### config.mk
export PLATFORM = sky130hd
export DESIGN_NAME = note_score_tally
export DESIGN_NICKNAME = d
export VERILOG_FILES = /design/src/rtl/note_score_tally.sv
export SDC_FILE = /design/constraint.sdc
export NUM_CORES = 1
export LEC_CHECK = 0
export ABC_CLOCK_PERIOD_IN_PS = 8380
export BUFFER_PORTS_ARGS = -buffer_cell sky130_fd_sc_hd__buf_2
export CAP_MARGIN = 5
export CORE_MARGIN = 4
export CORE_UTILIZATION = 50
export DETAILED_ROUTE_END_ITERATION = 10
export GPL_ROUTABILITY_DRIVEN = 0
export PLACE_DENSITY = 0.71
export SLEW_MARGIN = 20
export SYNTH_ARGS = -nofsm -noshare
export SYNTH_HDL_FRONTEND = slang
export SYNTH_SLANG_ARGS = --single-unit
### constraint.sdc
create_clock -name frame_clk -period 8.38 [get_ports frame_clk]
set_clock_uncertainty 0.05 [all_clocks]
set_input_delay 0.838 -clock frame_clk [delete_from_list [all_inputs] [get_ports frame_clk]]
set_output_delay 0.838 -clock frame_clk [all_outputs]
set_load 0.02 [all_outputs]
### src/rtl/note_score_tally.sv
// note_score_tally: scoring stage behind the falling-arrow note droppers.
// Tallies each note once, on the first rising edge of its hit or miss flag.
// Keeps score, combo, best combo, and hit/miss totals, and reports when the
// song is finished.
// Optional feature macro: SCORE_COMBO_BONUS_EN. When it is defined, a hit
// scores 2 points while the pre-frame combo is 10 or more.
module note_score_tally #(
  parameter int N_NOTES   = 32,
  parameter int SCORE_MAX = 9999
) (
  input  logic               frame_clk,
  input  logic               Reset,
  input  logic [7:0]         keycode,
  input  logic [N_NOTES-1:0] hit_vec,
  input  logic [N_NOTES-1:0] miss_vec,
  output logic [13:0]        score,
  output logic [7:0]         combo,
  output logic [7:0]         max_combo,
  output logic [6:0]         hit_count,
  output logic [6:0]         miss_count,
  output logic               playing,
  output logic               game_over
);

  localparam int         CNT_W     = $clog2(N_NOTES + 1);
  localparam logic [7:0] KEY_START = 8'h2c;
  localparam logic [7:0] KEY_IDLE  = 8'h01;

  typedef enum logic [1:0] {ST_IDLE, ST_PLAY, ST_DONE} state_t;

  state_t             state_p0, state_nxt;
  logic [N_NOTES-1:0] prev_hit_p0, prev_miss_p0;
  logic [N_NOTES-1:0] resolved_p0, resolved_nxt;
  logic [N_NOTES-1:0] hit_rise, miss_rise;
  logic [CNT_W-1:0]   h, m;
  logic [1:0]         pts;
  logic [7:0]         c1;
  logic [14:0]        score_sum;
  logic [13:0]        score_nxt;
  logic [7:0]         combo_nxt, max_combo_nxt;
  logic [6:0]         hit_count_nxt, miss_count_nxt;

  function automatic logic [CNT_W-1:0] popcount(input logic [N_NOTES-1:0] v);
    logic [CNT_W-1:0] c;
    c = '0;
    for (int i = 0; i < N_NOTES; i++) begin
      c = c + CNT_W'(v[i]);
    end
    return c;
  endfunction

  function automatic logic [7:0] sat255(input logic [8:0] v);
    return (v > 9'd255) ? 8'd255 : v[7:0];
  endfunction

  function automatic logic [13:0] clamp_score(input logic [14:0] v);
    return (v > 15'(SCORE_MAX)) ? 14'(SCORE_MAX) : v[13:0];
  endfunction

  // Edge detection against the previous frame, masked by notes already tallied
  assign hit_rise  = hit_vec & ~prev_hit_p0 & ~resolved_p0;
  assign miss_rise = miss_vec & ~prev_miss_p0 & ~resolved_p0 & ~hit_rise;
  assign h         = popcount(hit_rise);
  assign m         = popcount(miss_rise);

`ifdef SCORE_COMBO_BONUS_EN
  assign pts = (combo >= 8'd10) ? 2'd2 : 2'd1;
`else
  assign pts = 2'd1;
`endif

  assign score_sum = 15'(score) + 15'(h) * 15'(pts);
  assign c1        = sat255(9'(combo) + 9'(h));

  // Next-state and tally update for the current frame
  always_comb begin
    state_nxt      = state_p0;
    resolved_nxt   = resolved_p0;
    score_nxt      = score;
    combo_nxt      = combo;
    max_combo_nxt  = max_combo;
    hit_count_nxt  = hit_count;
    miss_count_nxt = miss_count;
    case (state_p0)
      ST_IDLE: begin
        if (keycode == KEY_START) begin
          state_nxt      = ST_PLAY;
          resolved_nxt   = '0;
          score_nxt      = '0;
          combo_nxt      = '0;
          max_combo_nxt  = '0;
          hit_count_nxt  = '0;
          miss_count_nxt = '0;
        end
      end
      ST_PLAY: begin
        resolved_nxt   = resolved_p0 | hit_rise | miss_rise;
        hit_count_nxt  = hit_count + 7'(h);
        miss_count_nxt = miss_count + 7'(m);
        score_nxt      = clamp_score(score_sum);
        max_combo_nxt  = (c1 > max_combo) ? c1 : max_combo;
        combo_nxt      = (m != '0) ? 8'd0 : c1;
        if (&resolved_p0) begin
          state_nxt = ST_DONE;
        end
      end
      ST_DONE: begin
        state_nxt = ST_DONE;
      end
      default: begin
        state_nxt = ST_IDLE;
      end
    endcase
    if (keycode == KEY_IDLE) begin
      state_nxt = ST_IDLE;
    end
  end

  // Frame register boundary: state, history, tallies and status flags
  always_ff @(posedge frame_clk) begin
    if (Reset) begin
      state_p0     <= ST_IDLE;
      prev_hit_p0  <= '0;
      prev_miss_p0 <= '0;
      resolved_p0  <= '0;
      score        <= '0;
      combo        <= '0;
      max_combo    <= '0;
      hit_count    <= '0;
      miss_count   <= '0;
      playing      <= 1'b0;
      game_over    <= 1'b0;
    end else begin
      state_p0     <= state_nxt;
      prev_hit_p0  <= hit_vec;
      prev_miss_p0 <= miss_vec;
      resolved_p0  <= resolved_nxt;
      score        <= score_nxt;
      combo        <= combo_nxt;
      max_combo    <= max_combo_nxt;
      hit_count    <= hit_count_nxt;
      miss_count   <= miss_count_nxt;
      playing      <= (state_nxt == ST_PLAY);
      game_over    <= (state_nxt == ST_DONE);
    end
  end

endmodule

# Yosys cells after proc, flatten, opt, wreduce, memory -nomap -nowiden
# Cells that the tools add are included.
# word_totals
ff_bits	144
inputBits	74
output_inout_bits	46
wordCells	123
# op_classes
n_addsub	66
n_lt_le_gt_ge	3
eq_ne	8
mux	18
bitwise	11
reduce_logical	6
# op_table
operator	n
$add A6 B1 Y6	52
$and A32 B32 Y32	5
$not A32 Y32	4
$or A32 B32 Y32	2
$pmux W32 S2	1
$mux W32	1
$mux W8	4
$pmux W8 S2	2
$reduce_and A32 Y1	1
$mux W14	2
$pmux W14 S2	1
$pmux W7 S2	2
$add A14 B6 Y15	1
$gt A15 B14 Y1 const B	1
$add A7 B6 Y7	2
$add A5 B1 Y6	2
$add A4 B1 Y5	2
$add A8 B6 Y9	1
$gt A9 B8 Y1 const B	1
$add A3 B1 Y4	2
$eq A8 B1 Y1 const B	1
$eq A8 B6 Y1 const B	1
$gt A8 B8 Y1	1
$mux W7	1
other kinds (12)	19

# Longest topological paths before layout
# depth
ltp_word	40
ltp_mapped	32
depth_no_buf	32

# Worst setup path before layout
# Ideal clock, no wire load.
# synth_path
path_kind	input port to flip-flop
from	input port hit_vec[27]
to	register max_combo[0]
setup_time_ns	0.060
arrival_time_ns	7.612
t_required_ns	8.270
path_slack_ns	0.658
stages	29
path_buffers	0
path_cell_list	nand2b_1 or2_2 fa_1 fa_1 fa_1 fa_1 fa_1 fa_1 inv_1 ha_1 inv_1 fa_1 xnor2_1 ha_1 nor2b_1 o21ai_0 nand2b_1 a31o_2 nand3_1 nand2_1 ha_1 nor2b_1 o21a_1 o21ai_0 a21oi_1 o21bai_1 a21o_1 nor2b_1 a22o_1
# synth_via
elab_chain_len	13
elab_cells_between_ends	15
cone_classes	add/sub: 6; order compare: 2; eq/ne: 1; mux: 3; bitwise: 2; reduce/logical: 1
# synth_lines
element	line_no	text
start: declaration	14	input logic [N_NOTES-1:0] hit_vec,
$and A32 B32 Y32 * (2 in a row)	61	assign hit_rise = hit_vec & ~prev_hit_p0 & ~resolved_p0;
$add A6 B1 Y6 * (5 in a row)	47	c = c + CNT_W'(v[i]);
$add A8 B6 Y9 *	73	assign c1 = sat255(9'(combo) + 9'(h));
$gt A9 B8 Y1	53	return (v > 9'd255) ? 8'd255 : v[7:0];
$mux W8 *	53	
$gt A8 B8 Y1	101	max_combo_nxt = (c1 > max_combo) ? c1 : max_combo;
$ne A2 B2 Y1 (no line)	n/a	
$reduce_and A3 Y1 (no line)	n/a	
end signal: assignment	140	max_combo <= max_combo_nxt;
end: declaration	18	output logic [7:0] max_combo,
# Mark *: on every way between the ends. The rest lies on a longest branch, timed or not. The select of a mux whose other input is x is not followed.
# A chain may end at the register's enable or synchronous reset.

# Final worst setup path
# layout_path
from	input port hit_vec[3]
to	register max_combo[2]
# layout_via
elab_chain_len	37
elab_cells_between_ends	39
cone_classes	add/sub: 30; order compare: 2; eq/ne: 1; mux: 3; bitwise: 2; reduce/logical: 1
# layout_lines
element	line_no
$and A32 B32 Y32 * (2 in a row)	61
$add A3 B1 Y4 *	47
$add A4 B1 Y5 *	47
$add A5 B1 Y6 *	47
$add A6 B1 Y6 * (26 in a row)	47
$add A8 B6 Y9 *	73
$gt A9 B8 Y1	53
$mux W8 *	53
$gt A8 B8 Y1	101
$ne A2 B2 Y1 (no line)	n/a
$reduce_and A3 Y1 (no line)	n/a
# Marked as above.

==> metrics.md <==
| Metric | Value |
|---|---|
| Post-CTS setup repair buffer count | `0` |
| Mapped Area | `approximately 8500 µm²` |
| Area contributors post-synth | `dfxtp_1 34%, fa_1 12%, ha_1 6.9%, nor2b_1 6.3%, nand2b_1 5.7%` |
| Starting Density | `51.3%` |
| Worst Setup Start Kind | `input port` |
| First-pass GRT wire length | `between 30000 and 40000 µm` |
| Max Buffers Root-to-Sink | `2` |
| Syn Nets | `1105` |
| Max cap viols | `0` |
| Cells after synthesis | `~930` |
| Worst path max stage delay | `590 ps` |
| Setup TNS | `0 ps` |
| Worst reg2reg endpoint | `max_combo[2]` |
| Worst-Margin Slew | `~900 ps` |
| Pwr/cell area | `435 nW/µm²` |
| Area leader, netlist | `dfxtp_1` |
| R2R Setup Slk | `680 ps` |
| Post-synthesis register bit count | `144` |
| Via density | `between 5 and 6` |
| LEAKAGE | `4.48 nW` |
| Crit path kind | `input port to register` |
| Sequential area share after synthesis | `33.8%` |
| DP HPWL | `~16000 µm` |
| Gr usage total | `21.6%` |
| Number of global-route vias before repair | `6613` |
| Synth Flop Type | `dfxtp_1` |
| Number of synthesized flops with an enable pin | `0` |
| Proportion of layout cells with a drive suffix above 1 | `18.0%` |
| Clock slew at reported path FFs | `60 ps` |
| I/O Buffers | `119` |
| Core Area | `16600 µm²` |
| Final Max Tran Viols | `0` |
| Req. time, crit path | `8700 ps` |
| Residual DRC | `0` |
| Nets | `1224` |
| Critical path endpoint category | `register` |
| R2R depth | `29` |
| Worst hold path class | `register to register` |
| Fin crit period | `7870 ps` |
| Die height | `approximately 140 µm` |
| IO Pins | `120` |
| Skew-Pair Late Insertion Delay | `approximately 430 ps` |
| Root Driver | `clkbuf_16` |
| Antenna cells | `0` |
| Post-route setup slack | `514 ps` |
| RSZ-0062 raised after global routing | `false` |
| Final Hold Viols | `0` |
| Area Growth Syn to Fin | `16.4%` |
| Chip width | `about 140 µm` |
| Hold_buf cts | `0` |
| Clock Sink Count | `144` |
| Critical path origin | `hit_vec[3]` |
| Slew HR | `40.4%` |
| Worst setup endpoint | `max_combo[2]` |
| F_max | `127 MHz` |
| Cell mode on critical path | `fa_1` |
| Run status | `complete, no violations` |
| DRT Wirelength | `20500 µm` |
| R2r startpoint | `prev_hit_p0[27]` |
| H-tree lvl count | `4` |
| Synth warn | `0` |
| WP data arrival | `between 8000 and 9000 ps` |
| Netlist cell types | `66` |
| Drt first pass iters | `5` |
| Pre-CTS WS | `-104 ps` |
| Detailed-route via count | `6823` |
| Drt wl/cell | `15.9 µm` |
| Antenna violations before repair | `0` |
| CTS buffer count | `17` |
| CTS tree | `yes` |
| Worst path slowest cell | `fa_1` |
| ANT nets after route | `0` |
| Post-synth top area share | `33.8%` |
| Die Area | `19200 µm²` |
| Grt total ovfl | `0` |
| Final setup fails | `0` |
| Initial detailed-routing violation count | `476` |
| Worst-path fanout max | `6` |
| Row cnt | `47` |
| Peak VDD IR | `around 0.52 mV` |
| Asr flop ratio synth | `0%` |
| Fin crit share | `93.9%` |
| Fill count | `1498` |
| Largest net degree at the start of global routing | `58` |
| Mean area per synthesized cell | `~9 µm²` |
cells in the mapped netlist, types with 3 or more instances:
master / n
a211oi_2: 3
a21o_1: 18
a21oi_1: 66
a22o_1: 9
a22oi_1: 12
a311oi_2: 5
a31oi_1: 9
and2_1: 3
and3_1: 4
buf_2: 4
clkbuf_1: 23
dfxtp_1: 144
fa_1: 52
ha_1: 47
inv_1: 67
nand2_1: 35
nand2b_1: 78
nand3_1: 15
nand4_1: 9
nand4b_1: 3
nor2_1: 78
nor2b_1: 86
nor3_1: 19
nor3b_1: 6
nor4_1: 4
o211ai_1: 6
o21a_1: 31
o21ai_0: 13
o21ai_1: 7
or2_2: 7
or3_1: 9
xnor2_1: 13
xor2_1: 6
worst max-delay path: cells and delay by family:
family          cells  cell delay (ps)
simple gates        7              920
fa+ha+maj           9             4020
buf+inv             5              360
compound gates     11             2020
sequential cells by signal (all words and copies together) (netlist names):
| signal | count |
|---|---|
| combo | 8 |
| game_over | 1 |
| hit_count | 7 |
| max_combo | 8 |
| miss_count | 7 |
| playing | 1 |
| prev_hit_p0 | 32 |
| prev_miss_p0 | 32 |
| resolved_p0 | 32 |
| score | 14 |
| state_p0 | 2 |
cells in the final DEF, fill, tap and decap left out, types with 12 or more instances in the layout:
master,netlist,final
a21oi_1,66,66
nor2b_1,86,84
a21o_1,18,18
a22oi_1,12,12
o21ai_0,13,13
o21a_1,31,31
clkbuf_16,0,17
inv_1,67,67
nor3_1,19,19
buf_2,4,118
nand2_1,35,35
dfxtp_1,144,144
nor2_1,78,78
nand2b_1,78,77
xnor2_1,13,13
nand3_1,15,15
buf_4,1,14
ha_1,47,47
fa_1,52,52
worst min-delay path by stage:
stage | cells after the start | slack [ps] | end | from
4_1_cts | 1 | 430 | hit_count[6] | hit_count[6]
2_1_floorplan | 1 | 420 | resolved_p0[6] | resolved_p0[6]
5_1_grt | 1 | 460 | hit_count[6] | hit_count[6]
6_report | 1 | 430 | hit_count[6] | hit_count[6]
3_5_place_dp | 1 | 430 | hit_count[6] | hit_count[6]
3_3_place_gp | 1 | 410 | hit_count[6] | hit_count[6]
timing repair:
item,in CTS,in global routing
endpoints found under the hold margin,0,0
setup endpoints to repair,0,6
resized for setup,0,2
kinds of logic after synthesis:
family / count (synthesis) / synth area share [%]
mux: 3 / 0.366
compound gates: 197 / 16.0
fa+ha+maj: 99 / 19.1
simple gates: 370 / 24.2
buf+inv: 100 / 4.67
flops: 144 / 33.8
xor+xnor: 19 / 1.95
power breakdown:
group,switching (mW),internal [mW]
registers,0.00512,0.703
clock network,0.306,0.427
logic,1.62,1.26
total,1.94,2.39
routing by layer:
layer	track usage, %	vias up	wire (µm)
met3	5.34	27	1080
met2	32.2	180	8930
li1	-	3391	-
met4	6.02	0	343
met5	0	-	0
met1	31.4	3225	10100
through the flow:
step           instance area [µm²]  total power, mW  hold slack (ps)  std cells  util (%)
3_5_place_dp                  9370             3.61              425       1252      56.3
5_1_grt                       9940             4.83              465       1284      59.7
6_report                      9940             4.33              434       1284      59.7
2_1_floorplan                 8540             2.85              420        932         -
3_3_place_gp                  9370             3.53              414       1252      56.3
4_1_cts                       9930             4.35              434       1284      59.7
layout make-up:
type	count	area (µm²)	share of cell area, %
well taps	220	275	2.77
flip-flops and latches	144	2880	29.0
clock inverters	10	100	1.01
inverters	68	255	2.57
repair buffers	132	696	7.00
clock buffers	22	464	4.67
multi-input cells	688	5270	53.0
(Power assumes the default switching activity.)
